===== config.mk =====
export PLATFORM = sky130hd
export DESIGN_NAME = grn_node_array
export DESIGN_NICKNAME = d
export VERILOG_FILES = /design/src/rtl/grn_node_array.sv
export SDC_FILE = /design/constraint.sdc
export NUM_CORES = 1
export LEC_CHECK = 0
export CAP_MARGIN = 10
export CELL_PAD_IN_SITES_DETAIL_PLACEMENT = 2
export CELL_PAD_IN_SITES_GLOBAL_PLACEMENT = 2
export CORE_AREA = 2 2 73 75
export CTS_CLUSTER_SIZE = 30
export DETAILED_ROUTE_END_ITERATION = 16
export DIE_AREA = 0 0 75 77
export PLACE_DENSITY = 0.92
export SYNTH_ARGS = -nofsm -noshare
export SYNTH_HDL_FRONTEND = slang
export SYNTH_SLANG_ARGS = --single-unit

===== constraint.sdc =====
create_clock -name clk -period 3.3 [get_ports clk]
set_clock_uncertainty 0.05 [all_clocks]
set_input_delay 0.66 -clock clk [delete_from_list [all_inputs] [get_ports clk]]
set_output_delay 0.66 -clock clk [all_outputs]
set_load 0.01 [all_outputs]

===== src/rtl/grn_node_array.sv =====
`default_nettype none
// ============================================================================
// Module   : grn_node_array
// Brief    : Bank of N GRN state channels with per-channel update periods,
//            change pulses and a saturating steady-state counter.
// Revision : 1.0 - initial release
// ============================================================================
module grn_node_array #(
    parameter int N         = 2,
    parameter int W         = 1,
    parameter int PW        = 4,
    parameter int SW        = 8,
    parameter int STABLE_TH = 16
) (
    input  logic                               clk,
    input  logic                               rst,
    input  logic                               reset_nos,
    input  logic [N*W-1:0]                     init_state,
    input  logic [N-1:0]                       start_s,
    input  logic [N*W-1:0]                     stat_s,
    input  logic                               cfg_we,
    input  logic [((N > 1) ? $clog2(N) : 1)-1:0] cfg_idx,
    input  logic [PW-1:0]                      cfg_period,
    output logic [N*W-1:0]                     s,
    output logic [N*W-1:0]                     erm_s,
    output logic [N-1:0]                       changed,
    output logic [SW-1:0]                      stable_cnt,
    output logic                               stable
);

    localparam int            c_IW   = (N > 1) ? $clog2(N) : 1;
    localparam logic [SW-1:0] c_SMAX = {SW{1'b1}};

    logic [W-1:0]  r_s   [N];
    logic [PW-1:0] r_per [N];
    logic [PW-1:0] r_ph  [N];
    logic          r_chg [N];
    logic [SW-1:0] r_cnt;
    logic [N-1:0]  w_chg;
    logic          w_step;

    for (genvar i = 0; i < N; i++) begin : g_ch
        logic w_upd;
        logic w_cfg_hit;

        assign w_upd     = start_s[i] && (r_ph[i] == r_per[i]);
        assign w_cfg_hit = cfg_we && (cfg_idx == c_IW'(i));
        assign w_chg[i]  = w_upd && (stat_s[i*W +: W] != r_s[i]);

        // The cfg write lands after the update decision, so it overrides ph.
        always_ff @(posedge clk or posedge rst) begin
            if (rst) begin
                r_s[i]   <= '0;
                r_per[i] <= '0;
                r_ph[i]  <= '0;
                r_chg[i] <= 1'b0;
            end else if (reset_nos) begin
                r_s[i]   <= init_state[i*W +: W];
                r_ph[i]  <= r_per[i];
                r_chg[i] <= 1'b0;
            end else begin
                r_chg[i] <= w_chg[i];
                if (w_upd) begin
                    r_s[i]  <= stat_s[i*W +: W];
                    r_ph[i] <= '0;
                end else if (start_s[i]) begin
                    r_ph[i] <= r_ph[i] + PW'(1);
                end
                if (w_cfg_hit) begin
                    r_per[i] <= cfg_period;
                    r_ph[i]  <= cfg_period;
                end
            end
        end

        assign s[i*W +: W] = r_s[i];
        assign changed[i]  = r_chg[i];
    end

    assign w_step = !reset_nos && (|start_s);

    always_ff @(posedge clk or posedge rst) begin
        if (rst) begin
            r_cnt <= '0;
        end else if (reset_nos) begin
            r_cnt <= '0;
        end else if (w_step) begin
            if (|w_chg)
                r_cnt <= '0;
            else if (r_cnt != c_SMAX)
                r_cnt <= r_cnt + SW'(1);
        end
    end

    assign erm_s      = s;
    assign stable_cnt = r_cnt;
    assign stable     = (r_cnt >= SW'(STABLE_TH));

endmodule
`default_nettype wire

## Yosys cells after proc, flatten, opt, wreduce, memory -nomap -nowiden

Index checks and enable logic that the tools add are counted.

- Register bits after elaboration: 28
- Input port bits: 15
- Output and inout port bits: 15
- Logic and storage cells: 57

- Add/sub/neg operators: 3
- Magnitude comparators: 1
- Equality and inequality tests: 5
- Mux-type cells: 18
- Bitwise operators: 2
- Reductions and logical operators: 19

Operators by type and width:

| cell | number |
|---|---|
| 4-bit 2-to-1 mux | 8 |
| 8-bit 2-to-1 mux | 4 |
| 4-bit by 1-bit adder with 4-bit output (second input constant) | 2 |
| 8-bit by 1-bit adder with 8-bit output (second input constant) | 1 |
| 4-bit == test | 2 |
| 8-bit by 5-bit >= comparator with 1-bit output (second input constant) | 1 |
| 8-bit inequality test (second input constant) | 1 |
| 4-bit nonzero test | 2 |
| 1-bit logical AND | 7 |
| 1-bit 2-to-1 mux | 6 |
| 2-bit AND reduction | 3 |
| 2-bit nonzero test | 3 |
| 2-bit OR reduction | 2 |
| 3-bit nonzero test | 1 |
| 1-bit inequality test | 2 |
| 1-bit NOT | 2 |
| 1-bit zero test | 1 |

## Longest topological paths before layout

- Depth in word-level cells: 7
- Mapped depth: 6
- Mapped depth without buffers: 6

## Least setup slack after synthesis

Ideal clock, no wire load.

- Kind: input to register
- From: in start_s[1]
- To: reg r_cnt[5], in the netlist stable_cnt[5]
- Setup time: 0.120 ns
- Arrival time: 1.572 ns
- Required time: 3.130 ns
- Setup slack: 1.558 ns
- Stages: 6
- Path buffers: 1
- Cell sequence: clkbuf_1 nor3_2 nor2_1 nand3_1 mux2i_1 nor2_1

- Word-level cells in the longest chain between the ends: 6
- Elaborated cells on any way between the ends: 11
- Classes of those cells: 3 x mux; 8 x reduce/logical

Ends and longest elaborated chain:

| item | RTL line | text |
|---|---|---|
| from (decl) | 19 | `input logic [N-1:0] start_s,` |
| 1-bit logical AND | 46 | `assign w_upd = start_s[i] && (r_ph[i] == r_per[i]);` |
| 1-bit logical AND | 48 | `assign w_chg[i] = w_upd && (stat_s[i*W +: W] != r_s[i]);` |
| 2-bit OR reduction | 88 | `if (\|w_chg)` |
| 8-bit 2-to-1 mux | 88 |  |
| 8-bit 2-to-1 mux | 87 | `end else if (w_step) begin` |
| 8-bit 2-to-1 mux | 85 | `end else if (reset_nos) begin` |
| to (signal assigned) | 91 | `r_cnt <= r_cnt + SW'(1);` |
| to (decl) | 38 | `logic [SW-1:0] r_cnt;` |

Several ways; a longest one is shown, not always the timed one. The select of a mux whose other input is x is not followed.
A chain may end at the register's enable or synchronous reset.

## Final worst setup path

- From: reg r_cnt[4], in the netlist stable_cnt[4]
- To: out stable

- Word-level cells in the longest chain between the ends: 1

Ends and longest elaborated chain:

| item | RTL line | text |
|---|---|---|
| 8-bit by 5-bit >= comparator with 1-bit output | 97 | `assign stable = (r_cnt >= SW'(STABLE_TH));` |
| to (decl) | 28 | `output logic stable` |

Every way passes these cells.

==> reports/qor.yml <==
synthesis:
  synth-edff-count: 0
  ys_seq_area_share_pct: 41.1
  synth.distinct_cells: 43
  ys.warnings.count: 0
  synthArstFlopShare_pct: 100
  syn_avg_cell_area_um2: 9.73
  syn_nets: 194
  syn-cell-area_mm2: 0.00170
  ys_ff_latch: 28
  yosys.area.top_type: "dfrtp_1"
  synth.area.top_cells: "dfrtp_1 41%, mux2_2 5.3%, xor2_1 4.1%, mux2i_1 3.5%, nand3_1 3.5%"
  synth_top_area_share_pct: 41.1
  ys.flop_type: "dfrtp_1"
  synthCells: 175
grt:
  antenna_found_initial: 0
  grt_pass1_vias: 1600
  grt_overflow_total: 0
  grt_pass1_wl_mm: 8.12
  grt_max_degree: 29
  grtUsageTotal_pct: 17.9
critical_path:
  worstPathArrival_ns: 1.73
  crit_buf_inv: 1
  critPathRequiredTime_ns: 2.59
  worstSetupEndpointType: "primary output"
  crit_fanout: 7
  max_stage_delay_ns: 0.51
  critPathLaunchType: "flip-flop"
  worst_path_max_delay_cell: "or4_1"
  path_cells: "or4_1 > clkdlybuf4s50_1"
  criticalPathCategory: "reg2out"
  critical-path-top-delay-family: "simple AND/OR/NAND/NOR gates"
cells_and_area:
  post-route-util_pct: 42.5
  layout-drive-gt1-share_pct: 11.8
  syn_to_final_growth_pct: 24.1
  layout_common_cells: "29 x clkdlybuf4s50_1, 28 x dfrtp_1, 14 x nand2_1, 13 x nor2_1, 12 x nand3_1"
  nets: 224
  instances_no_fill: 274
  final_common_cell: "clkdlybuf4s50_1"
  antenna-diode-count: 0
timing:
  hold_viol_final: 0
  setup_viol_count_final: 0
  fin_crit_ns: 2.44
  relSlewSlack_pct: 66.7
  hold_slack_ns: 0.513
  period_share_pct: 73.8
  fmax_ghz: 0.410
  setup_tns_ns: 0
  slew_viol_final: 0
  tightest_slew_ns: 0.497
  rsz0062_at_grt: "no"
min_path:
  min_path_type: "reg2reg"
detailed_routing:
  dr_total_vias: 1450
  drc: 0
  wl_mm: 4.78
  drt_iter0_markers: 46
  vias_per_cell: 5.29
  first_pass_iters: 4
  wl_per_cell_um: 17.4
  antenna_left: 0
place:
  place.gp.congestion: 0.790
  placed_cells: 270
  dpl.hpwl_mm: 3.78
  port_buffers: 29
die:
  dieHeight_um: 77
  core_area_mm2: 0.00498
  die_x_um: 75
  rows: 26
  start_util_pct: 34.2
  pin_count: 30
  dieArea_mm2: 0.00578
pwr:
  power.share.clock_pct: 22.6
  p_switching_mw: 0.324
  switching_share_pct: 33.5
  leakage_nw: 0.897
  power.density_mw_per_mm2: 457
  combPwrFrac_pct: 29.9
  peakVddDrop_v: 0.000182
  p_seq_share_pct: 47.5
  power.total_mw: 0.967
  power.internal_mw: 0.643
clock_tree:
  clk_latency_ns: 0.27
  cts_resized: 0
  cts_buffers: 3
  cts_tree: "yes"
  path_clk_slew_ns: 0.10
  postCtsHoldBufs: 0
  cts_root_buf: "clkbuf_8"
  h-tree-depth: 1
  cts_setup_buffers: 0
  clock_path_buffers: 2
  cts.sinks: 28
run_status:
  outcome: "complete, no violations"
job:
  drv_cap: 0
[path summary, 6_finish.rpt]
check | cells after the start | slack [ns] | start | end
min in group asynchronous | 3 | 0.71 | rst | erm_s[0]
worst max register to register | 5 | 1.53 | r_ph[6] | stable_cnt[1]
max in group asynchronous | 3 | 2.22 | rst | r_ph[1]
worst min register to register | 1 | 0.51 | r_ph[7] | r_ph[7]
worst max-delay path | 2 | 0.86 | stable_cnt[4] | stable
worst min-delay path | 1 | 0.51 | r_ph[7] | r_ph[7]
[kinds of logic (layout without fill, tap and decap cells)]
group	after synthesis	in the layout	synth area share (%)
adders and majority gates	4	4	2.94
muxes	14	14	8.82
and+or+nand+nor	66	66	20.5
buffers and inverters	15	44	4.41
xor gates and xnor gates	10	10	5.14
DFF	28	28	41.1
AOI/OAI and AO/OA	38	38	17.0
[cell usage after synthesis, drive strengths merged (2+ instances only)]
cell    number
a221oi       2
nand4        4
nand3       12
o21ai       11
inv          8
o22a         2
nor2        13
o22ai        2
dfrtp       28
nor3         6
a21oi       10
mux2i        6
ha           4
xor2         8
xnor2        2
nor3b        2
buf          6
nand2       15
a211oi       2
mux2         8
nand2b       2
or3          2
and3         5
[registers in the layout, summed over array words and instances, names as in the netlist]
signal	flops
stable_cnt	8
erm_s	2
r_ph	8
r_per	8
changed	2
[area by class of cell]
class,count,area [µm²]
sequential,28,701
inverter,8,30.0
multi-input combinational,132,927
tap,70,87.6
clock buffer,4,55.1
fill,571,2860
timing repair buffer,32,313
[metrics by stage]
| stage | setup slack (ns) | area, µm² |
|---|---|---|
| after global routing | 0.783 | 2110 |
| after floorplan | 1.56 | 1700 |
| after global placement | 0.792 | 2060 |
| final | 0.863 | 2110 |
| after detailed placement | 0.650 | 2060 |
| after CTS | 0.833 | 2110 |
[power by group through the flow]
stage	Sequential [mW]	Combinational [mW]	Clock (mW)
after floorplan	0.453	0.199	0
after global placement	0.463	0.278	0
after detailed placement	0.467	0.295	0
after CTS	0.460	0.297	0.231
after global routing	0.470	0.322	0.242
final	0.459	0.289	0.218
[layer usage]
| layer | vias to the layer above | share of wire [%] | GRT usage, % |
|---|---|---|---|
| met5 | - | 0 | 0 |
| met4 | 0 | 1.2 | 4.82 |
| met3 | 6 | 2.0 | 1.97 |
| met2 | 25 | 53 | 30.2 |
| met1 | 725 | 44 | 23.8 |
| li1 | 694 | - | - |
No activity file was read; power rests on OpenSTA's default activity.
